<file path="config.mk">
export PLATFORM = sky130hd
export DESIGN_NAME = evt2_byte_packer
export DESIGN_NICKNAME = d
export VERILOG_FILES = /design/src/rtl/evt2_byte_packer.sv
export SDC_FILE = /design/constraint.sdc
export NUM_CORES = 1
export LEC_CHECK = 0
export ABC_AREA = 0
export CAP_MARGIN = 5
export CORE_ASPECT_RATIO = 0.5
export CORE_UTILIZATION = 45
export CTS_CLUSTER_SIZE = 20
export DETAILED_ROUTE_END_ITERATION = 8
export DONT_BUFFER_PORTS = 1
export HOLD_SLACK_MARGIN = 0.15
export PLACE_DENSITY = 0.6
export SLEW_MARGIN = 20
export SYNTH_ARGS = -nofsm -noshare
export SYNTH_HDL_FRONTEND = slang
export SYNTH_SLANG_ARGS = --single-unit
export TNS_END_PERCENT = 100
</file>
<file path="constraint.sdc">
create_clock -name clk -period 2.2 [get_ports clk]
set_input_delay 0.22 -clock clk [delete_from_list [all_inputs] [get_ports clk]]
set_output_delay 0.22 -clock clk [all_outputs]
set_load 0.02 [all_outputs]
</file>
<file path="src/rtl/evt2_byte_packer.sv">
// Packs a raw byte stream into 32-bit EVT 2.0 words, queues them in a 2-entry
// registered FIFO and discards stalled partial words after a byte-gap timeout.
module evt2_byte_packer #(
    parameter bit          LITTLE_ENDIAN  = 1'b1,
    parameter int unsigned TIMEOUT_CYCLES = 4096,
    parameter int unsigned CNT_BITS       = 16
) (
    input  logic                clk,
    input  logic                rst_n,
    input  logic [7:0]          byte_data,
    input  logic                byte_valid,
    input  logic                flush,
    input  logic                clear_stats,
    output logic [31:0]         evt_data,
    output logic                evt_valid,
    input  logic                evt_ready,
    output logic [CNT_BITS-1:0] drop_count,
    output logic [CNT_BITS-1:0] resync_count,
    output logic                overflow,
    output logic                busy
);

    localparam int unsigned        TW       = $clog2(TIMEOUT_CYCLES);
    localparam logic [TW-1:0]      TIMER_LAST = TW'(TIMEOUT_CYCLES - 1);
    localparam logic [CNT_BITS-1:0] CNT_MAX = '1;

    logic [1:0]          byte_idx_q, byte_idx_d;
    logic [31:0]         partial_q, partial_d;
    logic [TW-1:0]       timer_q, timer_d;
    logic [31:0]         head_q, head_d;
    logic [31:0]         second_q, second_d;
    logic [1:0]          count_q, count_d;
    logic [CNT_BITS-1:0] drop_q, drop_d;
    logic [CNT_BITS-1:0] resync_q, resync_d;
    logic                overflow_q, overflow_d;

    logic [1:0]  lane;
    logic [31:0] assembled;
    logic        push, pop, drop, expire;

    // NOTE: every signal written here gets a default first so no latch is inferred.
    always_comb begin
        byte_idx_d = byte_idx_q;
        partial_d  = partial_q;
        timer_d    = timer_q;
        head_d     = head_q;
        second_d   = second_q;
        count_d    = count_q;
        drop_d     = drop_q;
        resync_d   = resync_q;
        overflow_d = overflow_q;
        push       = 1'b0;
        pop        = 1'b0;
        drop       = 1'b0;
        expire     = 1'b0;

        lane      = LITTLE_ENDIAN ? byte_idx_q : 2'd3 - byte_idx_q;
        assembled = partial_q;
        assembled[{lane, 3'b000} +: 8] = byte_data;

        if (flush) begin
            byte_idx_d = 2'd0;
            partial_d  = '0;
            timer_d    = '0;
            head_d     = '0;
            second_d   = '0;
            count_d    = 2'd0;
        end else begin
            if (byte_valid) begin
                timer_d    = '0;
                byte_idx_d = byte_idx_q + 2'd1;
                push       = (byte_idx_q == 2'd3);
                partial_d  = push ? '0 : assembled;
            end else if (byte_idx_q != 2'd0) begin
                if (timer_q == TIMER_LAST) begin
                    expire     = 1'b1;
                    byte_idx_d = 2'd0;
                    partial_d  = '0;
                    timer_d    = '0;
                end else begin
                    timer_d = timer_q + TW'(1);
                end
            end else begin
                timer_d = '0;
            end

            pop = (count_q != 2'd0) && evt_ready;

            // Head is always slot 0 so evt_data comes straight from a register.
            unique case (count_q)
                2'd0: begin
                    if (push) begin
                        head_d  = assembled;
                        count_d = 2'd1;
                    end
                end
                2'd1: begin
                    if (pop && push) begin
                        head_d = assembled;
                    end else if (pop) begin
                        head_d  = '0;
                        count_d = 2'd0;
                    end else if (push) begin
                        second_d = assembled;
                        count_d  = 2'd2;
                    end
                end
                default: begin
                    if (pop) begin
                        head_d   = second_q;
                        second_d = push ? assembled : '0;
                        count_d  = push ? 2'd2 : 2'd1;
                    end else begin
                        drop = push;
                    end
                end
            endcase
        end

        if (clear_stats) begin
            drop_d     = '0;
            resync_d   = '0;
            overflow_d = 1'b0;
        end else begin
            if (drop) begin
                overflow_d = 1'b1;
                if (drop_q != CNT_MAX) drop_d = drop_q + CNT_BITS'(1);
            end
            if (expire && (resync_q != CNT_MAX)) resync_d = resync_q + CNT_BITS'(1);
        end
    end

    // NOTE: sequential state uses non-blocking assignments only.
    always_ff @(posedge clk) begin
        if (!rst_n) begin
            byte_idx_q <= 2'd0;
            partial_q  <= '0;
            timer_q    <= '0;
            // NOTE: FIFO storage is reset too, because evt_data must read 0 when empty.
            head_q     <= '0;
            second_q   <= '0;
            count_q    <= 2'd0;
            drop_q     <= '0;
            resync_q   <= '0;
            overflow_q <= 1'b0;
        end else begin
            byte_idx_q <= byte_idx_d;
            partial_q  <= partial_d;
            timer_q    <= timer_d;
            head_q     <= head_d;
            second_q   <= second_d;
            count_q    <= count_d;
            drop_q     <= drop_d;
            resync_q   <= resync_d;
            overflow_q <= overflow_d;
        end
    end

    assign evt_data     = head_q;
    assign evt_valid    = (count_q != 2'd0);
    assign busy         = (byte_idx_q != 2'd0) || (count_q != 2'd0);
    assign drop_count   = drop_q;
    assign resync_count = resync_q;
    assign overflow     = overflow_q;

endmodule
</file>
==> metrics <==
status finished, final reports clean; Detailed Route Iter0 Violations 362; Routed WL 16,500 microns; CP peak stage delay 500 ps; met1 usage 32.3%; Die Y-Extent approximately 86 microns; Avg Inst Size Synth 9.31 sq um; Initial Utilization 46.4%; HP Class in2reg; Antenna diodes 0; Final Hold Vio Count 0; total global-route track usage 23.4%; CTS root buf clkbuf_16; Final Core Density ~57%; DIE AREA 14,600 sq um; Seq cells post-synth ~150; via-per-instance ratio ~5.9; Remaining DRCs 0; via count 5,471; critical path launch point type flop; Slew Limit Headroom 60.1%; PD cells roughly 760 nW/um^2; max_cap viols 0; met3 usage 5.81%; Detailed Place HPWL 10,600 microns; worst path arrival time approximately 2500 ps; Die W 170 microns; final cell count without fillers ~930; vias in the first global route 5,002; Clock Latency Late Sink 430 ps; GPL Wtd Cong 0.813; register area share after synthesis 45.8%; antenna viol nets, final 0; Num CTS Buffers 17; critical path's slowest cell or4_1; WS Path Type reg2reg; P&R area growth vs syn 22.0%; syn nets 705; Worst Tran Pin Value 596 ps; skew final approximately 13 ps; ys async rst share 0%; worst-case hold slack ~160 ps; mapped cell area 6340 sq um; RSZ-0062 raised after global routing true; Nets 748; worst-path maximum fanout 7; initial antenna violation count 0; share of layout cells above drive strength 1 15.6%; endpoints failing setup 0; Worst setup EP type flop; Post-synth top flop dfxtp_1; I/O Buffers 0; core box area 13,700 sq um; crit-path cells inv_4, ha_4, or3_4, or4_4, buf_6, or4_1, a21oi_1; Leak 2.80 nW; GRT busiest layer met2; max frequency 459 MHz; met2 GRT Util 35.7%; CP required 2550 ps; largest net degree at the start of global routing 37; grt total ovfl 0; WL/cell ~18 microns; Final min period 2180 ps; VDD IR-drop max 0.000460 V; buffers and inverters on the worst path 2; Final Slew Violations 0; Cell variety after synth 50; IO Pins 81; CP delay by family, top simple AND/OR/NAND/NOR gates; Yosys Warn Count 0; Placed Instances 880; DRT Pass-1 Iters 5; H-tree Lvls 4; CTS max path bufs 2; first-pass GRT wire length 26,800 microns; Rows 30; Tcrit/Tclk final 99.0%; cells after synthesis 681; Num Clock Sinks around 150; Setup TNS 0 ps; Post-synth EDFFs 0; CTS tree done; CTS clock-pin slew for the worst setup and hold paths about 70 ps
==> registers in the layout, indices dropped and copies added (netlist names) <==
register / count
byte_idx_q: 2
count_q: 2
drop_count: 16
evt_data: 32
overflow: 1
partial_q: 32
resync_count: 16
second_q: 32
timer_q: 12
==> area by class of cell <==
cell class / instances / area [sq um]
clock inverter: 13 / 163
inverter: 10 / 40.0
fill: 1270 / 5930
clock buffer: 19 / 453
tap: 192 / 240
sequential: 145 / 2910
multi-input combinational: 480 / 3310
timing repair buffer: 70 / 622
==> cell usage in the layout, fill, tap and decap left out, types with 8 or more instances in the layout <==
master and count:
ha_1 9, inv_1 8, a2bb2oi_1 8, a21oi_1 65, o21ai_0 27, nand3_1 17
dlygate4sd3_1 13, nand2_1 46, or4_1 17, nand4_1 15, o211ai_1 19, nand2b_1 8
o211a_1 17, nor2b_1 28, a32o_1 8, nor2_1 18, nor3b_1 11, clkbuf_16 17
dfxtp_1 143, o2bb2ai_1 49, buf_4 50, o31ai_1 14
==> synth_stat cells, types with 12 or more instances <==
library cell  number  area [sq um]
a21oi_1           68           340
clkbuf_1          37           139
dfxtp_1          145          2900
nand2_1           46           173
nand3_1           18          90.1
nand4_1           15          93.8
nor2_1            18          67.6
nor2b_1           30           188
nor3b_1           12          90.1
o211a_1           17           170
o211ai_1          19           143
o21ai_0           27           135
o2bb2ai_1         49           429
o31ai_1           14           105
or4_1             19           143
==> tightest hold or removal path, stage by stage <==
cell and delay [ps]:
nor2b_2 50, nand3_2 170, o41ai_1 90
==> kinds of logic (layout without fill, tap and decap cells) <==
kind of cell    count (synthesis)  in the layout  share of synthesized area (%)
compound gates                241            241                           27.0
simple gates                  214            214                           19.6
flops                         145            145                           45.8
buf+inv                        56            112                           3.41
fa+ha+maj                      10             10                           1.97
xor+xnor                        9              9                           1.24
mux                             6              6                          0.947
==> power by group <==
part	internal, mW	switching (mW)	total (mW)	leakage (nW)
Clock	1.78	1.26	3.04	0.301
Combinational	0.0691	0.122	0.191	1.33
Sequential	2.63	0.00411	2.63	1.17
==> path summary, 6_finish.rpt <==
kind	startpoint	slack [ps]	cells past startpoint	to
min	flush	160	3	drop_count[6]
max	byte_idx_q[0]	20	7	resync_count[4]
min reg2reg	partial_q[18]	460	1	partial_q[18]
max reg2reg	byte_idx_q[0]	20	7	resync_count[4]
==> per-stage QoR <==
stage                     setup WS, ps  instance area, sq um  power [mW]
after floorplan                  0.873                  6350        2.79
after global placement           -48.3                  6900        2.84
after detailed placement          -105                  6900        2.84
after CTS                         9.93                  7700        5.91
after global routing             -28.3                  7740        6.05
final                             21.3                  7740        5.86
==> metal layers <==
layer  up-vias  part of all wire (%)
met5         -                     0
met1      2640                    50
met3        20                   5.0
li1       2693                     -
met4         0                   1.4
met2       118                    44
==> repair_timing <==
item	CTS	global route
hold buffers	13	0
buffers inserted	2	1
cloned	1	0
hold endpoints to repair	78	0
pin swaps	1	7
endpoints found under the setup margin	16	14
gates resized for setup	8	7
No activity file was read; power rests on OpenSTA's default activity.
